<file path="src/rtl/apb_uart_requester.sv">
// APB requester for the UART peripheral port: turns single valid/ready
// commands into SETUP/ACCESS transfers with a wait-state timeout.
module apb_uart_requester #(
    parameter int ADDR_W  = 12,
    parameter int WDATA_W = 8,
    parameter int RDATA_W = 32,
    parameter int TIMEOUT = 255
) (
    input  logic               PCLK,
    input  logic               PRESETn,
    input  logic               cmd_valid,
    output logic               cmd_ready,
    input  logic               cmd_write,
    input  logic [ADDR_W-1:0]  cmd_addr,
    input  logic [WDATA_W-1:0] cmd_wdata,
    output logic               rsp_valid,
    input  logic               rsp_ready,
    output logic               rsp_write,
    output logic [RDATA_W-1:0] rsp_rdata,
    output logic               rsp_timeout,
    output logic               busy,
    output logic               PSEL,
    output logic               PENABLE,
    output logic               PWRITE,
    output logic [ADDR_W-1:0]  PADDR,
    output logic [WDATA_W-1:0] PWDATA,
    input  logic               PREADY,
    input  logic [RDATA_W-1:0] PRDATA
);

    localparam logic [1:0] S_IDLE   = 2'd0;
    localparam logic [1:0] S_SETUP  = 2'd1;
    localparam logic [1:0] S_ACCESS = 2'd2;
    localparam logic [1:0] S_RESP   = 2'd3;

    localparam int CNT_W = (TIMEOUT > 0) ? $clog2(TIMEOUT + 1) : 1;
    localparam int LAST_I = (TIMEOUT > 0) ? TIMEOUT - 1 : 0;
    localparam logic [CNT_W-1:0] LAST = CNT_W'(LAST_I);

    logic [1:0]         r_state;
    logic [CNT_W-1:0]   r_wait;
    logic               r_psel;
    logic               r_penable;
    logic               r_pwrite;
    logic [ADDR_W-1:0]  r_paddr;
    logic [WDATA_W-1:0] r_pwdata;
    logic               r_rsp_valid;
    logic               r_rsp_write;
    logic [RDATA_W-1:0] r_rsp_rdata;
    logic               r_rsp_timeout;
    logic               w_expire;

    // Abort on the TIMEOUT-th low-PREADY ACCESS cycle; PREADY wins a tie.
    assign w_expire = (TIMEOUT != 0) && (r_wait == LAST);

    always_ff @(posedge PCLK or negedge PRESETn) begin
        if (!PRESETn) begin
            r_state       <= S_IDLE;
            r_wait        <= '0;
            r_psel        <= 1'b0;
            r_penable     <= 1'b0;
            r_pwrite      <= 1'b0;
            r_paddr       <= '0;
            r_pwdata      <= '0;
            r_rsp_valid   <= 1'b0;
            r_rsp_write   <= 1'b0;
            r_rsp_rdata   <= '0;
            r_rsp_timeout <= 1'b0;
        end else begin
            case (r_state)
                S_IDLE: begin
                    if (cmd_valid) begin
                        r_pwrite <= cmd_write;
                        r_paddr  <= cmd_addr;
                        r_pwdata <= cmd_wdata;
                        r_wait   <= '0;
                        r_psel   <= 1'b1;
                        r_state  <= S_SETUP;
                    end
                end
                S_SETUP: begin
                    r_penable <= 1'b1;
                    r_state   <= S_ACCESS;
                end
                S_ACCESS: begin
                    if (PREADY || w_expire) begin
                        r_psel        <= 1'b0;
                        r_penable     <= 1'b0;
                        r_rsp_valid   <= 1'b1;
                        r_rsp_write   <= r_pwrite;
                        r_rsp_timeout <= !PREADY;
                        r_rsp_rdata   <= (PREADY && !r_pwrite) ? PRDATA : '0;
                        r_state       <= S_RESP;
                    end else if (r_wait != '1) begin
                        r_wait <= r_wait + 1'b1;
                    end
                end
                default: begin
                    if (rsp_ready) begin
                        r_rsp_valid <= 1'b0;
                        r_state     <= S_IDLE;
                    end
                end
            endcase
        end
    end

    assign cmd_ready   = (r_state == S_IDLE);
    assign busy        = (r_state != S_IDLE);
    assign PSEL        = r_psel;
    assign PENABLE     = r_penable;
    assign PWRITE      = r_pwrite;
    assign PADDR       = r_paddr;
    assign PWDATA      = r_pwdata;
    assign rsp_valid   = r_rsp_valid;
    assign rsp_write   = r_rsp_write;
    assign rsp_rdata   = r_rsp_rdata;
    assign rsp_timeout = r_rsp_timeout;

endmodule

</file>
<file path="config.mk">
export PLATFORM = sky130hd
export DESIGN_NAME = apb_uart_requester
export DESIGN_NICKNAME = d
export VERILOG_FILES = /design/src/rtl/apb_uart_requester.sv
export SDC_FILE = /design/constraint.sdc
export NUM_CORES = 1
export LEC_CHECK = 0
export ABC_AREA = 1
export BUFFER_PORTS_ARGS = -buffer_cell sky130_fd_sc_hd__buf_2
export CAP_MARGIN = 10
export CORE_MARGIN = 10
export CORE_UTILIZATION = 44
export CTS_CLUSTER_SIZE = 24
export DETAILED_ROUTE_END_ITERATION = 16
export PLACE_DENSITY = 0.86
export SLEW_MARGIN = 15
export SYNTH_ARGS = -nofsm -noshare
export SYNTH_HDL_FRONTEND = slang
export SYNTH_SLANG_ARGS = --single-unit
</file>
<file path="constraint.sdc">
create_clock -name PCLK -period 1.4 [get_ports PCLK]
set_input_delay 0.21 -clock PCLK [delete_from_list [all_inputs] [get_ports PCLK]]
set_output_delay 0.21 -clock PCLK [all_outputs]
set_load 0.05 [all_outputs]
</file>
==> results of run 1 <==
## worst max-delay path by stage
| stage | endpoint | slack, ns | start | depth (start not counted) |
|---|---|---|---|---|
| after floorplan | r_wait[6]$_DFFE_PN0P_ | -0.34 | r_state[1]$_DFFE_PN0P_ | 9 |
| after global placement | r_wait[6]$_DFFE_PN0P_ | -0.04 | r_state[1]$_DFFE_PN0P_ | 9 |
| after detailed placement | r_wait[0]$_DFFE_PN0P_ | -0.12 | r_wait[0]$_DFFE_PN0P_ | 11 |
| after CTS | busy | -0.14 | r_state[0]$_DFFE_PN0P_ | 4 |
| after global routing | r_wait[7]$_DFFE_PN0P_ | -0.31 | r_state[1]$_DFFE_PN0P_ | 8 |
| final | busy | -0.18 | r_state[1]$_DFFE_PN0P_ | 4 |
## synthesized netlist by cell type (2+ instances only)
cell	count	area share [%]
a21oi_1	4	0.63
buf_2	5	0.79
buf_4	3	0.71
buf_6	7	2.5
dfrtp_1	68	54
ha_1	6	2.4
inv_1	16	1.9
mux2_2	20	7.1
nand2_1	111	13
nand2_2	2	0.39
nand2_4	2	0.71
nand3_1	8	1.3
nor2_1	13	1.5
nor2_2	2	0.39
o21ai_0	3	0.47
o21ai_1	2	0.32
o21ai_2	34	9.4
xor2_1	2	0.55
## what timing repair did
item                       4_1_cts  5_1_grt
resized for setup               46       49
pin swaps                       11        6
gates cloned                     4        5
hold endpoints to repair        68        0
hold buffers                     1        0
setup endpoints to repair       53       69
buffers inserted                12       11
## cell usage in the layout (no fill, tap or decap), types with 2 or more instances in the layout
master / count
a21oi_1: 3
buf_12: 7
buf_16: 4
buf_2: 116
buf_4: 26
buf_6: 4
buf_8: 3
clkbuf_16: 5
clkbuf_8: 9
clkinv_4: 2
clkinvlp_4: 2
dfrtp_1: 68
ha_1: 3
ha_4: 2
inv_1: 11
inv_2: 4
inv_6: 4
mux2_2: 15
mux2_4: 5
nand2_1: 77
nand2_2: 22
nand2_4: 14
nand2_8: 3
nand3_1: 7
nand3_2: 2
nor2_1: 9
nor2_2: 3
nor2_4: 3
o21ai_1: 3
o21ai_2: 35
xor2_1: 2
## layer usage
layer  global-route usage (%)  share of wire (%)  wire length [um]
met1                     18.0                 35              3690
met2                     30.2                 55              5710
met3                     4.42                6.8               704
met4                     9.02                3.1               323
met5                        0                  0                 0
## worst max-delay path: cells and delay by family, from the launching register on
| family | cells | cell delay (ns) |
|---|---|---|
| buffers and inverters | 3 | 0.45 |
| DFF | 1 | 0.41 |
| adders and majority gates | 1 | 0.16 |
## layout make-up
class | instances | area (um^2)
fill | 471 | 1990
sequential | 68 | 1700
multi-input combinational | 216 | 1570
timing repair buffer | 166 | 1250
clock buffer | 9 | 124
tap | 96 | 120
clock inverter | 7 | 81.3
inverter | 17 | 72.6
## through the flow
stage | total power [uW] | cells | utilization [%] | setup TNS [ns]
3_3_place_gp | 9480 | 535 | 57.8 | -1.13
3_5_place_dp | 9700 | 535 | 57.8 | -4.12
6_report | 13100 | 579 | 71.2 | -7.30
2_1_floorplan | 7980 | 316 | - | -4.67
5_1_grt | 13700 | 579 | 71.2 | -10.34
4_1_cts | 12300 | 567 | 66.1 | -3.87
## cells by family (layout without fill, tap and decap cells)
logic type      Yosys count  after routing  synth area share (%)
simple gates            143            143                  19.0
flops                    68             68                  53.7
compound gates           45             45                  11.3
buf+inv                  32            199                  6.00
mux                      20             20                  7.10
fa+ha+maj                 6              6                  2.37
xor+xnor                  2              2                 0.553
## flip-flops by register name, summed over array words and instances (netlist names)
name,count
rsp_write,1
PWDATA,8
r_wait,8
PWRITE,1
PENABLE,1
r_state,2
rsp_rdata,32
rsp_valid,1
rsp_timeout,1
PADDR,12
PSEL,1
## where the power goes
group	switching (uW)	internal [uW]	total [uW]
Clock	852	847	1700
Combinational	5330	2760	8090
Sequential	562	2770	3330
==> impl_metrics.tcl, run 1 <==
set metrics [dict create \
    chipHeight_um 105 \
    max_freq_mhz 631 \
    place.port_buffers 117 \
    grt_max_degree 69 \
    timing.hold.ws_ns 0.0478 \
    cp-start-kind "register" \
    clk_pin_slew_ns 0.08 \
    maxCapViolations 0 \
    synthDistinctLibCells 26 \
    fp.dieArea_um2 11000 \
    synth-main-ff-cell "dfrtp_1" \
    syn_inst 316 \
    syn_avg_cell_area_um2 10.0 \
    slew_headroom_pct 76.1 \
    die_w_um 105 \
    h-tree-depth 3 \
    drive_above_1_share_pct 61.3 \
    fin_ws_ns -0.184 \
    path_max_fanout 4 \
    diodes 0 \
    critical_path_arrival_ns 1.37 \
    max_stage_delay_ns 0.41 \
    p_leak_uw 0.00247 \
    ir_drop_mv 1.26 \
    place_ws_ns -0.119 \
    drc 0 \
    crit_type "reg -> out" \
    hold_viol 0 \
    fin_nets 542 \
    cts_tree "done" \
    synth_warnings 0 \
    r2r_slack_ns -0.18 \
    rsz0062_at_grt "yes" \
    status "finished, violations left" \
    fin_area_um2 4920 \
    rr_startpoint "r_wait[0]$_DFFE_PN0P_" \
    finalCriticalPeriod_ns 1.58 \
    fin_crit_sh_pct 113 \
    routabilityCongestion 0.817 \
    core_um2 6910 \
    holdPathEnd "rsp_timeout$_DFFE_PN0P_" \
    wl_per_cell_um 18.0 \
    viasPerCell 5.03 \
    cts_buffer_depth 2 \
    clkLatencyLatePin_ns 0.36 \
    areaGrowthSynthToFinish_pct 55.1 \
    ff2ff_path_depth 11 \
    slew_violations 0 \
    antenna_found_initial 0 \
    hold_class "in -> reg" \
    wl_um 10400 \
    synth_edf_count 0 \
    failed_checks "setup timing" \
    hp-start "PREADY" \
    ioPinCount 118 \
    reg2reg_to "rsp_rdata[25]$_DFFE_PN0P_" \
    hold_depth 2 \
    ys_seq_area_share_pct 53.7 \
    placementRows 30 \
    track_usage_pct 17.0 \
    crit_path_end_kind "output pin" \
    tightest_slew_ns 0.358 \
    clockRootBuffer "clkbuf_8" \
    grt_pass1_wl_um 15300 \
    num_vias 2915 \
    initial_core_util_pct 45.9 \
    skew_ns 0.0147 \
    cp.required_ns 1.19 \
    numCtsBuffers 9 \
    cpMaxStageDelayCell "dfrtp_1" \
    firstDrtPassIters 5 \
    synthesis.nets 380 \
    placed_area_um2 3990 \
    grt_overflow 0 \
    synth.ff_latch_count 68 \
    antenna_left 0 \
    synthArstFlopShare_pct 100 \
    path_cells "inv_2, ha_4, clkinvlp_4, buf_8" \
    netlist_area_um2 3170 \
    setup_viol 69 \
    grt_pass1_vias 3051 \
    dp_hpwl_um 6380 \
    clock-sinks 68 \
    power_density_nw_per_um2 2670 \
    first_iter_violations 176 \
]
(Power assumes the default switching activity.)
==> run 2: changes to the inputs <==
--- a/config.mk
+++ b/config.mk
@@ -8,10 +8,12 @@
 export ABC_AREA = 1
 export BUFFER_PORTS_ARGS = -buffer_cell sky130_fd_sc_hd__buf_2
 export CAP_MARGIN = 10
+export CORE_ASPECT_RATIO = 1.4
 export CORE_MARGIN = 10
 export CORE_UTILIZATION = 44
 export CTS_CLUSTER_SIZE = 24
 export DETAILED_ROUTE_END_ITERATION = 16
+export MAX_ROUTING_LAYER = met4
 export PLACE_DENSITY = 0.86
 export SLEW_MARGIN = 15
 export SYNTH_ARGS = -nofsm -noshare
==> impl_metrics.tcl, run 2 (same netlist as run 1, synthesis figures left out) <==
set metrics [dict create \
    num_vias 2833 \
    crit_start "r_state[1]$_DFFE_PN0P_" \
    status "finished, violations left" \
    clockRootBuffer "clkbuf_8" \
    internal_power_uw 6130 \
    reg2reg_to "r_wait[0]$_DFFE_PN0P_" \
    regArea_um2 1700 \
    antenna_found_initial 0 \
    dp_cells 537 \
    clkLatencyLatePin_ns 0.36 \
    p_comb_share_pct 60.7 \
    crit_type "reg -> reg" \
    areaGrowthSynthToFinish_pct 51.5 \
    chipHeight_um 120 \
    place.port_buffers 117 \
    final_core_util_pct 68.8 \
    tightest_slew_ns 0.357 \
    viasPerCell 4.94 \
    most-common-layout-cells "buf_2 (115), nand2_1 (77), dfrtp_1 (67)" \
    wl_per_cell_um 16.7 \
    grt_max_degree 69 \
    p_leak_uw 0.00241 \
    cts_tree "done" \
    power_uw 12600 \
    rr_startpoint "r_state[1]$_DFFE_PN0P_" \
    die_w_um 91.7 \
    drive_above_1_share_pct 60.5 \
    firstDrtPassIters 5 \
    clkPwrFrac_pct 12.8 \
    drc 0 \
    r2r_slack_ns -0.22 \
    failed_checks "setup timing" \
    power_density_nw_per_um2 2630 \
    fin_crit_sh_pct 116 \
    clk_pin_slew_ns 0.08 \
    finalCriticalPeriod_ns 1.62 \
    critPathCapture "r_wait[0]$_DFFE_PN0P_" \
    antenna_left 0 \
    slew_violations 0 \
    hold_viol 0 \
    slew_headroom_pct 76.2 \
    cp-start-kind "register" \
    rsz0062_at_grt "yes" \
    max_freq_mhz 618 \
    placementRows 36 \
    finalNonFillerCells 574 \
    ff2ff_path_depth 9 \
    nFillCells 478 \
    fin_nets 538 \
    h-tree-depth 3 \
    critical_path_arrival_ns 1.86 \
    track_usage_pct 17.7 \
    largest_reg_flops 32 \
    cts_buffer_depth 2 \
    seqPwrFrac_pct 26.5 \
    swShare_pct 51.5 \
    setup_viol 49 \
    skew_ns 0.00939 \
    multiInputGateArea_um2 1560 \
    final_common_cell "buf_2" \
    hold_class "in -> reg" \
    ioPinCount 118 \
    maxCapViolations 0 \
    diodes 0 \
    clock-sinks 68 \
    numCtsBuffers 9 \
    grt_pass1_wl_um 15200 \
    path_max_fanout 8 \
    first_iter_violations 186 \
    crit_path_end_kind "register" \
    fin_ws_ns -0.218 \
    fin_area_um2 4800 \
    dp_hpwl_um 6310 \
    initial_core_util_pct 45.4 \
    ir_drop_mv 1.67 \
    placed_area_um2 4010 \
    tns_ns -5.29 \
    routabilityCongestion 0.917 \
    grt_overflow 0 \
    grt_pass1_vias 3157 \
    switching_power_uw 6500 \
    core_um2 6980 \
    cp.required_ns 1.65 \
    fp.dieArea_um2 11000 \
    wl_um 9570 \
]
## run 2: timing repair
action,4_1_cts,5_1_grt
pin swaps,5,12
cloned,7,0
setup buffers,15,3
hold endpoints to repair,68,0
hold buffers,1,0
resized for setup,55,46
setup endpoints to repair,47,64
## run 2: power by group through the flow
| stage | clock (uW) | sequential [uW] | combinational (uW) |
|---|---|---|---|
| floorplan | 0 | 5870 | 2110 |
| global placement | 0 | 3200 | 6350 |
| detailed placement | 0 | 3240 | 6490 |
| CTS | 1630 | 3260 | 7470 |
| global route | 1710 | 3450 | 8070 |
| finish | 1610 | 3350 | 7660 |
## run 2: routing by layer
layer	global-route usage, %	routed length, um	vias to the layer above	part of all wire, %
li1	-	-	1329	-
met1	18.5	3670	1384	38
met2	30.2	5230	91	55
met3	4.64	340	29	3.6
met4	9.28	328	0	3.4
met5	-	0	-	0
## run 2: cell type report
cell class | instances | area share, %
inverter | 17 | 1.56
timing repair buffer | 161 | 23.9
tap | 95 | 2.48
clock inverter | 6 | 1.35
clock buffer | 10 | 2.66
multi-input combinational | 217 | 32.6
sequential | 68 | 35.5
## run 2: worst min-delay path by stage
stage,startpoint,to,slack [ns],depth (start not counted)
after global placement,PRESETn,PWDATA[1]$_DFFE_PN0P_,0.26,2
after floorplan,PRESETn,PADDR[0]$_DFFE_PN0P_,-0.09,0
after detailed placement,PRESETn,PWDATA[1]$_DFFE_PN0P_,0.26,2
after global routing,PREADY,rsp_timeout$_DFFE_PN0P_,0.04,2
after CTS,PREADY,rsp_timeout$_DFFE_PN0P_,0.05,2
final,PREADY,rsp_timeout$_DFFE_PN0P_,0.06,2
## run 2: worst max-delay path: stages, from the launching register on
cell and delay [ns]:
dfrtp_1 0.40, buf_4 0.14, ha_1 0.21, buf_6 0.17, nand3_1 0.15, nand2_4 0.10
inv_6 0.10, nand2_8 0.09, nand2_1 0.09, nand2_1 0.05
## run 2: stage by stage
step	setup slack (ns)	hold slack, ns
2_1_floorplan	-0.339	-0.0856
3_3_place_gp	-0.0162	0.256
3_5_place_dp	-0.0671	0.262
4_1_cts	-0.170	0.0504
5_1_grt	-0.270	0.0434
6_report	-0.218	0.0601
